File: src/rtl/reg_shift_ctrl_pkg.sv
// Shared definitions for the register-sequencing serializer: FSM encodings,
// the register control bundle and counter width helper.
package reg_shift_ctrl_pkg;

  localparam logic [1:0] S_IDLE  = 2'd0;
  localparam logic [1:0] S_SHIFT = 2'd1;
  localparam logic [1:0] S_DONE  = 2'd2;

  typedef struct packed {
    logic cl;
    logic ld;
    logic sr;
    logic sl;
  } reg_ctrl_t;

  // A divider by 1 still needs a one-bit counter to keep the port list legal.
  function automatic int div_width(input int div);
    return (div <= 1) ? 1 : $clog2(div);
  endfunction

endpackage

File: src/rtl/reg_shift_ctrl_tick_gen.sv
// Bit-period divider: pulses tick on the last cycle of every DIV-cycle period
// while enabled; a synchronous clear restarts the period.
module tick_gen
  import reg_shift_ctrl_pkg::*;
#(
  parameter int DIV = 4
) (
  input  logic clk,
  input  logic rst_n,
  input  logic clr,
  input  logic en,
  output logic tick
);

  localparam int DW = div_width(DIV);
  localparam logic [DW-1:0] LAST = DW'(DIV - 1);

  logic [DW-1:0] div_cnt_r;

  assign tick = en & (div_cnt_r == LAST);

  // Period counter, wraps DIV-1 -> 0
  always_ff @(posedge clk or negedge rst_n) begin
    if (!rst_n) begin
      div_cnt_r <= {DW{1'b0}};
    end else if (clr) begin
      div_cnt_r <= {DW{1'b0}};
    end else if (en) begin
      if (div_cnt_r == LAST) begin
        div_cnt_r <= {DW{1'b0}};
      end else begin
        div_cnt_r <= div_cnt_r + DW'(1);
      end
    end else begin
      div_cnt_r <= div_cnt_r;
    end
  end

endmodule

File: src/rtl/reg_shift_ctrl.sv
// Sequences an external generic register to serialize a parallel word:
// load, one shift per bit period, clear, then a one-cycle done pulse.
module reg_shift_ctrl
  import reg_shift_ctrl_pkg::*;
#(
  parameter int DATA_WIDTH = 16,
  parameter int DIV        = 4
) (
  input  logic                  clk,
  input  logic                  rst_n,
  input  logic                  start,
  input  logic                  msb_first,
  input  logic                  fill,
  input  logic                  abort,
  input  logic [DATA_WIDTH-1:0] din,
  input  logic [DATA_WIDTH-1:0] reg_out,
  output logic [DATA_WIDTH-1:0] reg_in,
  output logic                  reg_cl,
  output logic                  reg_ld,
  output logic                  reg_sr,
  output logic                  reg_sl,
  output logic                  reg_ir,
  output logic                  reg_il,
  output logic                  sdo,
  output logic                  sdo_valid,
  output logic                  busy,
  output logic                  done
);

  localparam int CNT_W = $clog2(DATA_WIDTH) + 1;
  localparam logic [CNT_W-1:0] LAST_BIT = CNT_W'(DATA_WIDTH - 1);

  logic [1:0]       state_r;
  logic [1:0]       state_nxt_s;
  logic             dir_r;
  logic [CNT_W-1:0] bit_cnt_r;
  logic             in_shift_s;
  logic             tick_s;
  reg_ctrl_t        ctrl_s;
  logic             unused_s;

  assign in_shift_s = (state_r == S_SHIFT);

  tick_gen #(
    .DIV (DIV)
  ) u_tick_gen (
    .clk   (clk),
    .rst_n (rst_n),
    .clr   (~in_shift_s),
    .en    (in_shift_s),
    .tick  (tick_s)
  );

  // Next state and register controls; abort outranks the period decision
  always_comb begin
    state_nxt_s = state_r;
    ctrl_s      = '{cl: 1'b0, ld: 1'b0, sr: 1'b0, sl: 1'b0};
    case (state_r)
      S_IDLE: begin
        if (start) begin
          ctrl_s.ld   = 1'b1;
          state_nxt_s = S_SHIFT;
        end else begin
          state_nxt_s = S_IDLE;
        end
      end
      S_SHIFT: begin
        if (abort) begin
          ctrl_s.cl   = 1'b1;
          state_nxt_s = S_IDLE;
        end else if (tick_s) begin
          if (bit_cnt_r == LAST_BIT) begin
            ctrl_s.cl   = 1'b1;
            state_nxt_s = S_DONE;
          end else begin
            ctrl_s.sl = dir_r;
            ctrl_s.sr = ~dir_r;
          end
        end else begin
          state_nxt_s = S_SHIFT;
        end
      end
      S_DONE: begin
        state_nxt_s = S_IDLE;
      end
      default: begin
        state_nxt_s = S_IDLE;
      end
    endcase
  end

  // FSM state, captured direction and bit counter
  always_ff @(posedge clk or negedge rst_n) begin
    if (!rst_n) begin
      state_r   <= S_IDLE;
      dir_r     <= 1'b0;
      bit_cnt_r <= {CNT_W{1'b0}};
    end else begin
      state_r <= state_nxt_s;
      if (ctrl_s.ld) begin
        dir_r     <= msb_first;
        bit_cnt_r <= {CNT_W{1'b0}};
      end else if (ctrl_s.sr || ctrl_s.sl) begin
        dir_r     <= dir_r;
        bit_cnt_r <= bit_cnt_r + CNT_W'(1);
      end else begin
        dir_r     <= dir_r;
        bit_cnt_r <= bit_cnt_r;
      end
    end
  end

  assign reg_in = din;
  assign reg_ir = fill;
  assign reg_il = fill;
  assign reg_cl = ctrl_s.cl;
  assign reg_ld = ctrl_s.ld;
  assign reg_sr = ctrl_s.sr;
  assign reg_sl = ctrl_s.sl;

  assign sdo       = in_shift_s & (dir_r ? reg_out[DATA_WIDTH-1] : reg_out[0]);
  assign sdo_valid = in_shift_s;
  assign busy      = in_shift_s | (state_r == S_DONE);
  assign done      = (state_r == S_DONE);

  // Only the end bits of the register are ever observed
  assign unused_s = ^reg_out;

endmodule

File: config.mk
export PLATFORM = sky130hd
export DESIGN_NAME = reg_shift_ctrl
export DESIGN_NICKNAME = d
export VERILOG_FILES = /design/src/rtl/reg_shift_ctrl_pkg.sv /design/src/rtl/reg_shift_ctrl_tick_gen.sv /design/src/rtl/reg_shift_ctrl.sv
export SDC_FILE = /design/constraint.sdc
export NUM_CORES = 1
export LEC_CHECK = 0
export BUFFER_PORTS_ARGS = -buffer_cell sky130_fd_sc_hd__buf_2
export CAP_MARGIN = 20
export CORE_MARGIN = 1.5
export CORE_UTILIZATION = 42
export CTS_BUF_LIST = sky130_fd_sc_hd__clkbuf_4 sky130_fd_sc_hd__clkbuf_8
export CTS_CLUSTER_SIZE = 10
export DETAILED_ROUTE_END_ITERATION = 10
export GPL_ROUTABILITY_DRIVEN = 0
export PLACE_DENSITY = 0.87
export SLEW_MARGIN = 10
export SYNTH_ARGS = -nofsm -noshare
export SYNTH_HDL_FRONTEND = slang
export SYNTH_SLANG_ARGS = --single-unit
File: constraint.sdc
create_clock -name clk -period 3.3 [get_ports clk]
set_input_delay 0.33 -clock clk [delete_from_list [all_inputs] [get_ports clk]]
set_output_delay 0.33 -clock clk [all_outputs]
set_load 0.03 [all_outputs]
==> impl_metrics.yaml <==
run_status:
  run_status: "complete, no violations"
global_routing:
  grt_use_total_pct: 13.1
  grt_overflow: 0
  grt_pass1_vias: 480
  grt_pass1_wl_mm: 1.99
  grt_max_degree: 12
  grt_antenna_before_repair: 0
sta:
  finalClockSkew_ns: 0.00449
  rsz0062_at_grt: "false"
  slew_viol_final: 0
  fmaxAchievable_mhz: 461
  hold_violations: 0
  final.min_clock_period_ns: 2.17
  holdWs_ns: 0.306
  setup_viol: 0
  period_share_pct: 65.7
  tightest_slew_ns: 0.376
  maxSlewHeadroom_pct: 74.8
  fin_tns_setup_ns: 0
pwr:
  p_leak_nw: 0.348
  irDropWorstVdd_uv: 247
  power_density_nw_per_um2: 434
drt:
  drt-initial-drc-count: 5
  totalWireLength_mm: 1.22
  drc: 0
  wl_per_cell_um: 12.3
  dr.pass1.iters: 3
  viasPerCell: 5.14
  postRouteAntennaNets: 0
  num_vias: 509
floorplanning:
  die-area_um2: 2050
  die_h_um: 45.3
  fp.dieW_um: 45.3
  pin_count: 64
  core_area_um2: 1710
  fp-row-count: 15
  initial_core_util_pct: 44.0
layout:
  layout-drive-gt1-share_pct: 25.7
  nNetsFinal: 121
  area_delta_synth_final_pct: -3.66
  antennaDiodeCount: 0
  fillerInstances: 173
flow_run:
  cap_violations: 0
logic_synthesis:
  synth_top_area_share_pct: 33.3
  yosysMostFrequentCell: "buf_4"
  synth_cell_types: 25
  synth.yosys.warnings: 0
  synth_nets: 122
  synth_seq_cells: 10
  synthCells: 77
  synth_seq_area_share_pct: 33.3
  synth_edf_count: 0
  yosysTopAreaCell: "dfrtp_1"
  synth_area_leaders: "dfrtp_1, buf_4, ha_1"
  syn_avg_cell_area_um2: 9.77
  yosys-top-cells-count: "buf_4, dfrtp_1, a21oi_1, ha_1, inv_1"
  synthFlopType: "dfrtp_1"
  synth_area_um2: 752
  async_flop_share_pct: 100
worst_setup_path:
  worstPathRequired_ns: 2.97
  crit_type: "reg2out"
  rr_startpoint: "bit_cnt_r[0]"
  cp-start-kind: "flop"
  cp_max_fo: 11
  cp_cell_sequence: "inv_1 > ha_1 > nand3b_1 > nor3b_1 > buf_2"
  reg2reg_slack_ns: 1.19
  cp-end-kind: "primary output"
  slowest_stage: "dfrtp_1"
  crit_arrival_ns: 1.84
  slowest_delay_ns: 0.40
  crit_start: "state_r[1]"
cts:
  cts_resized: 0
  cts_max_level: 1
  cts.sinks: 10
  cts_tree: "yes"
  cts-buffers-inserted: 3
  clk_pin_slew_worst_paths_ns: 0.06
  ctsLongestPathBuffers: 2
  cts-root-buf: "clkbuf_4"
  clock_latency_ns: 0.25
hold_path:
  min-delay-path-class: "in2reg"
  hp-start: "msb_first"
placement:
  portBuffers: 14
  dp_hpwl_um: 933
## worst paths after layout
| kind | cells past startpoint | end |
|---|---|---|
| max in group asynchronous | 2 | bit_cnt_r[2] |
| worst min register to register | 1 | u_tick_gen.div_cnt_r[0] |
| worst max-delay path | 5 | reg_sl |
| worst min-delay path | 2 | dir_r |
| min in group asynchronous | 2 | u_tick_gen.div_cnt_r[1] |
| worst max register to register | 6 | bit_cnt_r[3] |
## per-stage QoR
stage | instance area [µm²] | total power (W) | worst slack, ns | utilization [%] | cells
3_3_place_gp | 692 | 0.000233 | 1.25 | 40.5 | 95
5_1_grt | 724 | 0.000336 | 0.973 | 42.4 | 99
4_1_cts | 724 | 0.000317 | 1.11 | 42.4 | 99
3_5_place_dp | 692 | 0.000238 | 1.21 | 40.5 | 95
6_report | 724 | 0.000314 | 1.13 | 42.4 | 99
2_1_floorplan | 752 | 0.000263 | 1.08 | - | 77
## routing by layer
| layer | global-route usage, % | routed length [µm] | share of wire (%) | up-vias |
|---|---|---|---|---|
| li1 | - | - | - | 244 |
| met1 | 16.1 | 517 | 42 | 238 |
| met2 | 21.7 | 596 | 49 | 25 |
| met3 | 2.00 | 92 | 7.5 | 2 |
| met4 | 7.06 | 14 | 1.1 | 0 |
| met5 | 0 | 0 | 0 | - |
## cell families after synthesis
logic type                 after synthesis  synth area share (%)
and+or+nand+nor                         18                  15.0
buffers and inverters                   25                  23.5
DFF                                     10                  33.3
AOI/OAI and AO/OA                       13                  10.5
muxes                                    4                  6.16
adders and majority gates                7                  11.6
## state kept, by name (all words and copies together) (netlist names)
name                  cells
bit_cnt_r                 5
state_r                   2
dir_r                     1
u_tick_gen.div_cnt_r      2
## cell type report
type	count	area [µm²]	share of cell area (%)
Sequential cell	10	250	34.5
Inverter	4	15.0	2.07
Clock buffer	3	22.5	3.11
Timing Repair Buffer	15	80.1	11.1
Multi-Input combinational cell	42	325	44.9
Tap cell	25	31.3	4.32
## where the power goes
part           internal [W]  switching, W
sequential         0.000138     0.0000139
clock             0.0000419     0.0000366
combinational     0.0000347     0.0000496
## worst max-delay path: cells and delay by family, from the launching register on
kind	cells	cell delay (ns)
flops	1	0.40
buf+inv	2	0.32
simple gates	2	0.59
fa+ha+maj	1	0.28
## what timing repair did
| action | CTS | global route |
|---|---|---|
| hold buffers | 1 | 0 |
| setup buffers | 0 | 0 |
| endpoints found under the hold margin | 10 | 0 |
## layout by cell type, fill, tap and decap left out, drive strengths merged
cell type    Yosys  layout
buf             21      14
dfrtp           10      10
a21oi            7       7
ha               7       7
inv              4       4
clkbuf           0       3
and2             2       2
nor3b            2       2
mux2i            2       2
nor2b            2       2
o21ai            2       2
nor2             2       2
nand3            2       2
o31ai            2       2
or4              2       2
mux2             2       2
and3             1       1
nand3b           1       1
nor3             1       1
or3              1       1
and3b            1       1
a311oi           1       1
nand2b           1       1
o32a             1       1
dlygate4sd3      0       1
Power figures use the tool's default switching activity.
